**src/rtl/mips_pkg.sv**
```systemverilog
// Shared MIPS definitions: widths, opcode/funct encodings, ALU op codes and
// the control bundle produced by the decoder.
package mips_pkg;

  localparam int DEF_DATA_W = 32;
  localparam int DEF_REG_AW = 5;

  localparam logic [5:0] OP_RTYPE = 6'b000000;
  localparam logic [5:0] OP_LW    = 6'b100011;
  localparam logic [5:0] OP_SW    = 6'b101011;
  localparam logic [5:0] OP_BEQ   = 6'b000100;
  localparam logic [5:0] OP_ADDI  = 6'b001000;
  localparam logic [5:0] OP_J     = 6'b000010;

  localparam logic [5:0] FN_ADD = 6'b100000;
  localparam logic [5:0] FN_SUB = 6'b100010;
  localparam logic [5:0] FN_AND = 6'b100100;
  localparam logic [5:0] FN_OR  = 6'b100101;
  localparam logic [5:0] FN_SLT = 6'b101010;

  typedef enum logic [3:0] {
    ALU_ADD = 4'd0,
    ALU_SUB = 4'd1,
    ALU_AND = 4'd2,
    ALU_OR  = 4'd3,
    ALU_SLT = 4'd4
  } alu_op_e;

  typedef enum logic [1:0] {
    DEST_NONE = 2'd0,
    DEST_RD   = 2'd1,
    DEST_RT   = 2'd2
  } dest_sel_e;

  // reads_rt is not an output control; it only feeds load-use detection.
  typedef struct packed {
    logic      reg_write;
    logic      mem_read;
    logic      mem_write;
    logic      branch;
    logic      jump;
    logic      alu_src;
    logic      reads_rt;
    alu_op_e   alu_op;
    dest_sel_e dest_sel;
  } ctrl_t;

  localparam ctrl_t CTRL_NOP = ctrl_t'('0);

endpackage

```
**src/rtl/mips_ctrl_decode.sv**
```systemverilog
// Pure combinational opcode/funct to control-bundle decoder.
module mips_ctrl_decode
  import mips_pkg::*;
(
  input  logic [5:0] opcode_i,
  input  logic [5:0] funct_i,
  output ctrl_t      ctrl_o
);

  // Unknown opcodes or funct codes leave every control at zero (NOP).
  always_comb begin
    ctrl_o = CTRL_NOP;
    unique case (opcode_i)
      OP_RTYPE: begin
        // rt is an operand for every R-type encoding, known funct or not.
        ctrl_o.reads_rt = 1'b1;
        unique case (funct_i)
          FN_ADD: begin ctrl_o.reg_write = 1'b1; ctrl_o.alu_op = ALU_ADD; ctrl_o.dest_sel = DEST_RD; end
          FN_SUB: begin ctrl_o.reg_write = 1'b1; ctrl_o.alu_op = ALU_SUB; ctrl_o.dest_sel = DEST_RD; end
          FN_AND: begin ctrl_o.reg_write = 1'b1; ctrl_o.alu_op = ALU_AND; ctrl_o.dest_sel = DEST_RD; end
          FN_OR:  begin ctrl_o.reg_write = 1'b1; ctrl_o.alu_op = ALU_OR;  ctrl_o.dest_sel = DEST_RD; end
          FN_SLT: begin ctrl_o.reg_write = 1'b1; ctrl_o.alu_op = ALU_SLT; ctrl_o.dest_sel = DEST_RD; end
          default: ;
        endcase
      end
      OP_LW: begin
        ctrl_o.reg_write = 1'b1;
        ctrl_o.mem_read  = 1'b1;
        ctrl_o.alu_src   = 1'b1;
        ctrl_o.alu_op    = ALU_ADD;
        ctrl_o.dest_sel  = DEST_RT;
      end
      OP_SW: begin
        ctrl_o.mem_write = 1'b1;
        ctrl_o.alu_src   = 1'b1;
        ctrl_o.reads_rt  = 1'b1;
        ctrl_o.alu_op    = ALU_ADD;
      end
      OP_BEQ: begin
        ctrl_o.branch   = 1'b1;
        ctrl_o.reads_rt = 1'b1;
        ctrl_o.alu_op   = ALU_SUB;
      end
      OP_ADDI: begin
        ctrl_o.reg_write = 1'b1;
        ctrl_o.alu_src   = 1'b1;
        ctrl_o.alu_op    = ALU_ADD;
        ctrl_o.dest_sel  = DEST_RT;
      end
      OP_J: begin
        ctrl_o.jump = 1'b1;
      end
      default: ;
    endcase
  end

endmodule

```
**src/rtl/id_ex_stage.sv**
```systemverilog
// ID stage decode, write-back bypass, load-use hazard detection and the
// ID/EX pipeline register feeding the ALU stage.
module id_ex_stage
  import mips_pkg::*;
#(
  parameter int DATA_W = DEF_DATA_W,
  parameter int REG_AW = DEF_REG_AW
) (
  input  logic              clk,
  input  logic              rst,
  input  logic              id_valid,
  input  logic [DATA_W-1:0] id_instr,
  input  logic [DATA_W-1:0] id_pc4,
  input  logic [DATA_W-1:0] rs_data,
  input  logic [DATA_W-1:0] rt_data,
  input  logic              wb_we,
  input  logic [REG_AW-1:0] wb_addr,
  input  logic [DATA_W-1:0] wb_data,
  input  logic              flush,
  output logic              stall_out,
  output logic              ex_valid,
  output logic              ex_reg_write,
  output logic              ex_mem_read,
  output logic              ex_mem_write,
  output logic              ex_branch,
  output logic              ex_jump,
  output logic              ex_alu_src,
  output logic [3:0]        ex_alu_op,
  output logic [DATA_W-1:0] ex_rs_val,
  output logic [DATA_W-1:0] ex_rt_val,
  output logic [DATA_W-1:0] ex_imm,
  output logic [REG_AW-1:0] ex_rs,
  output logic [REG_AW-1:0] ex_rt,
  output logic [REG_AW-1:0] ex_dest,
  output logic [DATA_W-1:0] ex_pc4,
  output logic [DATA_W-1:0] ex_jtarget
);

  ctrl_t             ctrl;
  logic [REG_AW-1:0] id_rs, id_rt, id_rd;
  logic [DATA_W-1:0] rs_fwd, rt_fwd;
  logic              load_use;

  logic              valid_q, valid_d;
  logic              reg_write_q, reg_write_d;
  logic              mem_read_q, mem_read_d;
  logic              mem_write_q, mem_write_d;
  logic              branch_q, branch_d;
  logic              jump_q, jump_d;
  logic              alu_src_q, alu_src_d;
  logic [3:0]        alu_op_q, alu_op_d;
  logic [DATA_W-1:0] rs_val_q, rs_val_d;
  logic [DATA_W-1:0] rt_val_q, rt_val_d;
  logic [DATA_W-1:0] imm_q, imm_d;
  logic [REG_AW-1:0] rs_q, rs_d;
  logic [REG_AW-1:0] rt_q, rt_d;
  logic [REG_AW-1:0] dest_q, dest_d;
  logic [DATA_W-1:0] pc4_q, pc4_d;
  logic [DATA_W-1:0] jtarget_q, jtarget_d;

  assign id_rs = id_instr[25:21];
  assign id_rt = id_instr[20:16];
  assign id_rd = id_instr[15:11];

  mips_ctrl_decode u_decode (
    .opcode_i (id_instr[31:26]),
    .funct_i  (id_instr[5:0]),
    .ctrl_o   (ctrl)
  );

  // Operand select: $zero wins, then a same-cycle write-back, then the regfile.
  always_comb begin
    rs_fwd = rs_data;
    rt_fwd = rt_data;
    if (id_rs == '0)
      rs_fwd = '0;
    else if (wb_we && (wb_addr != '0) && (wb_addr == id_rs))
      rs_fwd = wb_data;
    if (id_rt == '0)
      rt_fwd = '0;
    else if (wb_we && (wb_addr != '0) && (wb_addr == id_rt))
      rt_fwd = wb_data;
  end

  // Load in EX whose result is needed by the instruction now in ID.
  always_comb begin
    load_use = valid_q && mem_read_q && (dest_q != '0) && id_valid &&
               ((dest_q == id_rs) || (ctrl.reads_rt && (dest_q == id_rt)));
    stall_out = load_use && !flush;
  end

  // Next ID/EX contents: a fully zeroed bubble unless a live instruction advances.
  always_comb begin
    valid_d     = 1'b0;
    reg_write_d = 1'b0;
    mem_read_d  = 1'b0;
    mem_write_d = 1'b0;
    branch_d    = 1'b0;
    jump_d      = 1'b0;
    alu_src_d   = 1'b0;
    alu_op_d    = '0;
    rs_val_d    = '0;
    rt_val_d    = '0;
    imm_d       = '0;
    rs_d        = '0;
    rt_d        = '0;
    dest_d      = '0;
    pc4_d       = '0;
    jtarget_d   = '0;
    if (id_valid && !flush && !load_use) begin
      valid_d     = 1'b1;
      reg_write_d = ctrl.reg_write;
      mem_read_d  = ctrl.mem_read;
      mem_write_d = ctrl.mem_write;
      branch_d    = ctrl.branch;
      jump_d      = ctrl.jump;
      alu_src_d   = ctrl.alu_src;
      alu_op_d    = ctrl.alu_op;
      rs_val_d    = rs_fwd;
      rt_val_d    = rt_fwd;
      imm_d       = {{(DATA_W-16){id_instr[15]}}, id_instr[15:0]};
      rs_d        = id_rs;
      rt_d        = id_rt;
      unique case (ctrl.dest_sel)
        DEST_RD: dest_d = id_rd;
        DEST_RT: dest_d = id_rt;
        default: dest_d = '0;
      endcase
      pc4_d       = id_pc4;
      jtarget_d   = {id_pc4[DATA_W-1 -: 4], id_instr[25:0], 2'b00};
    end
  end

  // ID/EX pipeline register; reset clears the in-flight slot immediately.
  always_ff @(posedge clk or posedge rst) begin
    if (rst) begin
      valid_q     <= 1'b0;
      reg_write_q <= 1'b0;
      mem_read_q  <= 1'b0;
      mem_write_q <= 1'b0;
      branch_q    <= 1'b0;
      jump_q      <= 1'b0;
      alu_src_q   <= 1'b0;
      alu_op_q    <= '0;
      rs_val_q    <= '0;
      rt_val_q    <= '0;
      imm_q       <= '0;
      rs_q        <= '0;
      rt_q        <= '0;
      dest_q      <= '0;
      pc4_q       <= '0;
      jtarget_q   <= '0;
    end else begin
      valid_q     <= valid_d;
      reg_write_q <= reg_write_d;
      mem_read_q  <= mem_read_d;
      mem_write_q <= mem_write_d;
      branch_q    <= branch_d;
      jump_q      <= jump_d;
      alu_src_q   <= alu_src_d;
      alu_op_q    <= alu_op_d;
      rs_val_q    <= rs_val_d;
      rt_val_q    <= rt_val_d;
      imm_q       <= imm_d;
      rs_q        <= rs_d;
      rt_q        <= rt_d;
      dest_q      <= dest_d;
      pc4_q       <= pc4_d;
      jtarget_q   <= jtarget_d;
    end
  end

  assign ex_valid     = valid_q;
  assign ex_reg_write = reg_write_q;
  assign ex_mem_read  = mem_read_q;
  assign ex_mem_write = mem_write_q;
  assign ex_branch    = branch_q;
  assign ex_jump      = jump_q;
  assign ex_alu_src   = alu_src_q;
  assign ex_alu_op    = alu_op_q;
  assign ex_rs_val    = rs_val_q;
  assign ex_rt_val    = rt_val_q;
  assign ex_imm       = imm_q;
  assign ex_rs        = rs_q;
  assign ex_rt        = rt_q;
  assign ex_dest      = dest_q;
  assign ex_pc4       = pc4_q;
  assign ex_jtarget   = jtarget_q;

endmodule

```
**config.mk**
```make
export PLATFORM = sky130hd
export DESIGN_NAME = id_ex_stage
export DESIGN_NICKNAME = d
export VERILOG_FILES = /design/src/rtl/mips_pkg.sv /design/src/rtl/mips_ctrl_decode.sv /design/src/rtl/id_ex_stage.sv
export SDC_FILE = /design/constraint.sdc
export NUM_CORES = 1
export LEC_CHECK = 0
export CAP_MARGIN = 20
export CORE_MARGIN = 3
export CORE_UTILIZATION = 34
export CTS_CLUSTER_SIZE = 16
export DETAILED_ROUTE_END_ITERATION = 10
export HOLD_SLACK_MARGIN = 0.15
export PLACE_DENSITY = 0.77
export SLEW_MARGIN = 20
export SYNTH_ARGS = -nofsm -noshare
export SYNTH_HDL_FRONTEND = slang
export SYNTH_SLANG_ARGS = --single-unit
```
**constraint.sdc**
```tcl
create_clock -name clk -period 5.8 [get_ports clk]
set_clock_uncertainty 0.2 [all_clocks]
set_input_delay 1.74 -clock clk [delete_from_list [all_inputs] [get_ports clk]]
set_output_delay 1.74 -clock clk [all_outputs]
set_load 0.03 [all_outputs]
```
# After elaboration in Yosys (flattened, before gate mapping)
# Index checks and enable logic that the tools add are counted.
# word_totals
reg_bits	186
in_bits	170
output_inout_bits	187
word_cells	87
# classes
n_eq_ne	16
muxes	32
reduce_logical	23
# ops
op	n
32-bit two-way mux	9
6-bit equality test (second input constant)	7
5-bit case mux with 5 select lines	1
5-bit equality test	4
5-bit two-way mux	3
1-bit two-way mux	14
1-bit logical AND	11
5-bit zero test	2
5-bit case mux with 2 select lines	1
5-bit nonzero test	2
6-bit by 2-bit equality test with 1-bit output (second input constant)	1
6-bit by 3-bit equality test with 1-bit output (second input constant)	1
6-bit by 4-bit equality test with 1-bit output (second input constant)	1
6-bit zero test	1
3-bit case mux with 2 select lines	1
3-bit OR reduction	2
5-bit OR reduction	1
4-bit two-way mux	1
2-bit case mux with 2 select lines	1
2-bit by 1-bit equality test with 1-bit output (second input constant)	1
2-bit equality test (second input constant)	1
1-bit zero test	2
1-bit case mux with 2 select lines	1
2-bit OR reduction	1
1-bit logical OR	1

# Logic depth before layout (Yosys ltp)
# Gate-level depths: netlist of run 1.
# logic_depth
depth_word	9
ltp_mapped	8
mapped_depth_nobuf	7

# Hierarchy
# From an unflattened synthesis of run 1, not the netlist that was laid out.
# hier_totals
cells_unflattened	500
area_unflattened_um2	6409.9
# modules_own_cells
mod	instances	cells_each	area_per_inst_um2	seq_area_each_um2
id_ex_stage	1	466	6165.9	3453.3
mips_ctrl_decode	1	34	244.0	0.0

# Worst setup path before layout of run 1
# No wires, ideal clock.
# synth_path
path_kind	input to output
startpoint	input port id_instr[19]
endpoint	output port stall_out
t_arrival_ns	2.909
t_required_ns	3.860
setup_slack_ns	0.951
cell_stages	4
path_buffers	0
cell_sequence	xor2_1 > nor4_4 > nand4_4 > a21oi_1
# synth_via
elab_chain_cells	5
# synth_lines
element	line_no	rtl
start, declared	id_ex_stage.sv:12	input logic [DATA_W-1:0] id_instr,
5-bit equality test	id_ex_stage.sv:88	((dest_q == id_rs) || (ctrl.reads_rt && (dest_q == id_rt)));
1-bit logical AND	id_ex_stage.sv:88	
1-bit logical OR	id_ex_stage.sv:88	
1-bit logical AND	id_ex_stage.sv:87	load_use = valid_q && mem_read_q && (dest_q != '0) && id_valid &&
1-bit logical AND	id_ex_stage.sv:89	stall_out = load_use && !flush;
end, declared	id_ex_stage.sv:20	output logic stall_out,
# No other way between the ends.

# Worst setup path after layout of run 1
# Ends and elaborated chain as after synthesis.

==> metrics, run 1 <==
Setup Fix Bufs, Post-CTS 0; Vias/cell roughly 4.5; area leader, netlist dfrtp_1; Fin Setup TNS 0 ps; CTS tree done; area post-placement 9290 µm²; syn avg cell area between 10 and 15 µm²; element type at the critical path end output port; Slew Viols, Final 0; Area Growth Syn to Fin 68.0%; I/O Buffers roughly 350; Final setup viols 0; post_cts resized 0; Tcrit/Tclk final 0.919; CTS root buffer clkbuf_16; CP Launch Type input port; hold_buf cts 0; Worst VDD drop 0.185 mV; drt wl/cell 17.4 µm; WS Path Type in -> out; Longest Clk Path Bufs 2; Top Ports 357; Lkg Pwr about 4.2 nW; critical path fanouts, max 5; Area contributors post-synth dfrtp_1 58%, mux2i_1 11%, buf_4 6.2%; Cells after Synth 491; synthesized cell area roughly 5900 µm²; Die Span X ~140 µm; first-pass GRT wire length 26.6 mm; most frequent cell after synthesis dfrtp_1; DP Worst Slack 475 ps; Synth top cells by count 137 x dfrtp_1, 70 x nor2_1, 65 x mux2i_1, 57 x and2_1, 49 x buf_4; Vias 4669; max cap viols 0; placement row count between 40 and 50; gp weighted congestion 0.843; H-tree levels 4; Worst-path clk slew 60 ps; outcome finished clean; DP Wirelength around 14 mm; Die Span Y 138 µm; final worst setup slack about 470 ps; dominant synthesized flop cell dfrtp_1; vias in the first global route between 4000 and 5000; number of library cell types mapped by synthesis 36; synth warn 0; critical path data arrival time around 3400 ps; GRT overflow 0; number of flops mapped to enable cells by yosys 0; measured slew at the worst slew-check pin ~780 ps; Hold Fails Final Rpt 0; worst endpoint required time ~3900 ps; RSZ-0062 raised after global routing false; Seq/Total Area, Yosys 0.580; post-route cell area between 9000 and 10000 µm²; Die Area ~19000 µm²; drt first pass iters 4; ANT nets after route 0; share of cells above drive strength 1 0.0600; core area roughly 17000 µm²; antenna violations before repair 0; Yosys reg bits approximately 140; pwr/cell area 261 nW/µm²; clk sinks 137; nets@finish 976; Total Wirelength roughly 18 mm; largest net degree at the start of global routing between 80 and 90; GRT Resource Usage Total 0.187; worst min path class reg -> reg; DRC 0; Fmax 188 MHz; Worst R2R Setup Slack around 3300 ps; post-synth top area share 0.580; later-pin clock latency in the skew report just over 400 ps; Iter 0 DRT Violations approximately 200; Starting Density 0.352; max_slew headroom 0.481; Async S/R FF share, synth 1.00; Final min period approximately 5300 ps; Num CTS Buffers 17
-- metal layers --
metal | GRT usage | share of wire | wire (µm) | up-vias
met5 | 0 | 0 | 0 | -
met4 | 0.0730 | 0.022 | 391 | 0
met3 | 0.0675 | 0.094 | 1710 | 24
met2 | 0.334 | 0.53 | 9680 | 233
met1 | 0.200 | 0.35 | 6340 | 2214
li1 | - | - | - | 2198
-- worst max-delay path, stage by stage --
cell and delay (ps):
clkdlybuf4s50_1 610, xor2_1 160, nor4_4 360, nand4_4 180
a21oi_1 160, buf_4 180
-- placed cells by master (no fill, tap or decap), drive strengths merged, types with 7 or more instances in the layout --
cell type      Yosys  routed
buf               58       7
nor4               7       7
nor3              10      10
clkdlybuf4s50      0     352
dfrtp            137     137
mux2i             65      65
and2              57      57
clkbuf             9      22
a21oi              7       7
inv                7       7
xor2              14      14
nand2             10      10
nor2              70      70
-- worst paths after layout --
check,startpoint,endpoint,depth (start not counted)
max in group asynchronous,rst,ex_imm[11],3
hold / removal,ex_mem_read,ex_imm[0],5
setup reg to reg,ex_dest[1],ex_branch,6
min in group asynchronous,rst,ex_rs_val[24],2
setup / recovery,id_instr[19],stall_out,6
hold reg to reg,ex_mem_read,ex_imm[0],5
-- logic make-up after synthesis --
kind of cell	Yosys count	synth area share
AOI/OAI and AO/OA	19	0.0218
adders and majority gates	2	0.00423
DFF	137	0.580
muxes	66	0.112
and+or+nand+nor	172	0.164
other	1	0.000634
xor gates and xnor gates	20	0.0296
buffers and inverters	74	0.0884
-- registers in the layout (all words and copies together) (netlist names), 3 cells and up --
register / flops
ex_dest: 5
ex_jtarget: 3
ex_alu_op: 3
ex_rs: 4
ex_rs_val: 32
ex_pc4: 31
ex_imm: 16
ex_rt: 4
ex_rt_val: 32
-- final cells by class --
| class | instances | area (µm²) |
|---|---|---|
| fill | 1417 | 6880 |
| timing repair buffer | 359 | 3590 |
| sequential | 137 | 3430 |
| multi-input combinational | 282 | 1970 |
| clock buffer | 22 | 474 |
| tap | 220 | 275 |
| clock inverter | 10 | 166 |
| inverter | 7 | 31.3 |
| antenna | 1 | 2.50 |
-- where the power goes --
| group | internal (mW) | total (mW) | switching [mW] |
|---|---|---|---|
| sequential | 0.990 | 1.00 | 0.0130 |
| clock | 0.756 | 1.16 | 0.401 |
| combinational | 0.215 | 0.434 | 0.219 |
| total | 1.96 | 2.59 | 0.633 |
-- through the flow --
stage,util,hold slack [ps],total power [mW],cells
floorplan,-,777,1.23,493
global placement,0.553,711,1.45,1005
detailed placement,0.553,710,1.46,1005
CTS,0.591,730,2.63,1037
global route,0.591,831,2.70,1037
finish,0.591,735,2.59,1038
(Power assumes the default switching activity.)
==> inputs of run 2 (changes only) <==
--- a/config.mk
+++ b/config.mk
@@ -6,12 +6,13 @@
 export NUM_CORES = 1
 export LEC_CHECK = 0
 export CAP_MARGIN = 20
-export CORE_MARGIN = 3
-export CORE_UTILIZATION = 34
+export CORE_AREA = 3 3 138 140
+export CTS_BUF_LIST = sky130_fd_sc_hd__clkbuf_4
 export CTS_CLUSTER_SIZE = 16
 export DETAILED_ROUTE_END_ITERATION = 10
-export HOLD_SLACK_MARGIN = 0.15
-export PLACE_DENSITY = 0.77
+export DIE_AREA = 0 0 141 143
+export PLACE_DENSITY = 0.75
+export REMOVE_ABC_BUFFERS = 1
 export SLEW_MARGIN = 20
 export SYNTH_ARGS = -nofsm -noshare
 export SYNTH_HDL_FRONTEND = slang
==> run 2 against run 1 <==
Compared with the run above: cell area fell by 3.4%; count of clock-buffer cells in the layout down 5; setup slack gained 27 ps; combinational power is essentially flat; utilization is 5.7 points lower.
==> metrics, run 2 (synthesis gave the netlist of run 1 again) <==
outcome finished clean; Switch Pwr 0.637 mW (+0.76%); most frequent cells in the layout 352 x clkdlybuf4s50_1, 137 x dfrtp_1, 70 x nor2_1; Num CTS Buffers 17 (unchanged); RSZ-0062 raised after global routing false; Final min period 5310 ps (-27.0 ps); P_int 1.43 mW (-27%); post-route cell area 9600 µm² (-3.4%); Hold Fails Final Rpt 0 (unchanged); Vias 4654 (-0.32%); I/O Buffers 353 (unchanged); nets@finish 978 (+0.20%); Final setup viols 0 (unchanged); measured slew at the worst slew-check pin 879 ps (+102 ps); antenna violations before repair 1 (+1); Non-Filler Instances 1049 (+1.1%); ANT nets after route 0 (unchanged); Fmax 188 MHz (+0.51%); fillcell total 1623 (+15%); CTS root buffer clkbuf_4; Iter 0 DRT Violations 295 (+51%); Lkg Pwr 4.02 nW (-3.6%); Vias/cell 4.44 (-1.4%); GRT busiest layer met2; core area 18000 µm² (+6.8%); critical path fanouts, max 5 (unchanged); Die Span X 141 µm (+2.3%); Worst-path clk slew 150 ps (+90 ps); met3 global-route usage 0.0496 (-0.0179); Starting Density 0.329 (-0.0224); Storage cell area 3430 µm² (unchanged); gp weighted congestion 0.883 (+4.7%); Reg power frac 0.484 (+0.097); worst min path class reg -> reg; M2 GR Usage 0.326 (-0.00768); Critical path origin id_instr[27]; dpl cells 1016 (+1.1%); multi-input logic area 1970 µm² (unchanged); GRT Resource Usage Total 0.186 (-0.000778); Fin Setup TNS 0 ps (unchanged); CTS tree done; Top Ports 357 (unchanged); Total Wirelength 19.1 mm (+5.3%); Area Growth Syn to Fin 62.3%; vias in the first global route 4890 (+1.5%); clk sinks 137 (unchanged); hold slack 771 ps (+36.9 ps); post_cts resized 0 (unchanged); first-pass GRT wire length 28.5 mm (+6.8%); max_slew headroom 0.414 (-0.0673); worst endpoint required time 3860 ps (about the same); Slew Viols, Final 0 (unchanged); placement row count 49 (+4.3%); drt wl/cell 18.2 µm (+4.2%); DP Wirelength 14.7 mm (+5.6%); largest net degree at the start of global routing 99 (+18%); pwr/cell area 216 nW/µm² (-17%); max cap viols 0 (unchanged); Worst VDD drop 0.121 mV (-34%); Tcrit/Tclk final 0.915 (-0.00465); Hold Crit Start ex_mem_read; clock network power share 0.306 (-0.140); commonest non-fill, non-tap cell in the layout clkdlybuf4s50_1; element type at the critical path end output port; CP Launch Type input port; WS Path Type in -> out; GRT overflow 0 (unchanged); logic gate share of total power 0.210 (+0.043); later-pin clock latency in the skew report 530 ps (+120 ps); drt first pass iters 4 (unchanged); Core Util, Final 0.534 (-0.0566); share of cells above drive strength 1 0.0647 (+0.00474); met1 usage 0.223 (+0.0229); critical path data arrival time 3370 ps (-20 ps); area post-placement 9310 µm² (+0.15%); Net Sw Frac 0.308 (+0.0640); reg2reg start ex_dest[1]; DRC 0 (unchanged); Setup Fix Bufs, Post-CTS 0 (unchanged); H-tree levels 4 (unchanged); Longest Clk Path Bufs 2 (unchanged); Die Area 20200 µm² (+6.0%); hold_buf cts 0 (unchanged); Die Span Y 143 µm (+3.7%)
run 2: cell count changes in the layout (fill, tap and decap cells not counted), sizes merged:
cell and delta:
clkbuf -5, buf +2, clkinv +1, inv +7, bufinv -3
run 2: per-stage QoR:
| step | setup WS, ps | power, mW |
|---|---|---|
| global route | 323 | 2.17 |
| CTS | 512 | 2.10 |
| global placement | 571 | 1.46 |
| floorplan | 192 | 1.20 |
| detailed placement | 516 | 1.46 |
| finish | 494 | 2.07 |
run 2: final cells by class:
class,count,area share
antenna,1,0.000261
clock buffer,17,0.0133
clock inverter,15,0.0166
inverter,7,0.00326
multi-input combinational,282,0.205
sequential,137,0.357
tap,229,0.0299
timing repair buffer,361,0.374
run 2: critical path: stages:
cell and delay, ps:
clkdlybuf4s50_1 500, nor4_4 420, a31o_2 190, nand4_4 130, a21oi_1 190, buf_4 190
run 2: final timing paths:
check	to	slack, ps	cells past startpoint
hold reg to reg	ex_mem_write	770	5
setup / recovery	stall_out	490	6
min in group asynchronous	ex_pc4[3]	1570	2
max in group asynchronous	ex_imm[13]	3000	3
hold / removal	ex_mem_write	770	5
setup reg to reg	ex_rt[2]	3200	6
run 2: power by group through the flow:
stage / combinational [mW] / clock, mW / sequential (mW)
6_report: 0.435 / 0.633 / 1.00
5_1_grt: 0.462 / 0.699 / 1.01
4_1_cts: 0.439 / 0.657 / 1.00
3_5_place_dp: 0.438 / 0 / 1.02
3_3_place_gp: 0.435 / 0 / 1.02
2_1_floorplan: 0.0856 / 0 / 1.12
run 2: per-layer routing:
metal | vias up | wire length [µm]
li1 | 2203 | -
met5 | - | 0
met1 | 2223 | 7410
met4 | 0 | 316
met3 | 23 | 1290
met2 | 205 | 10000
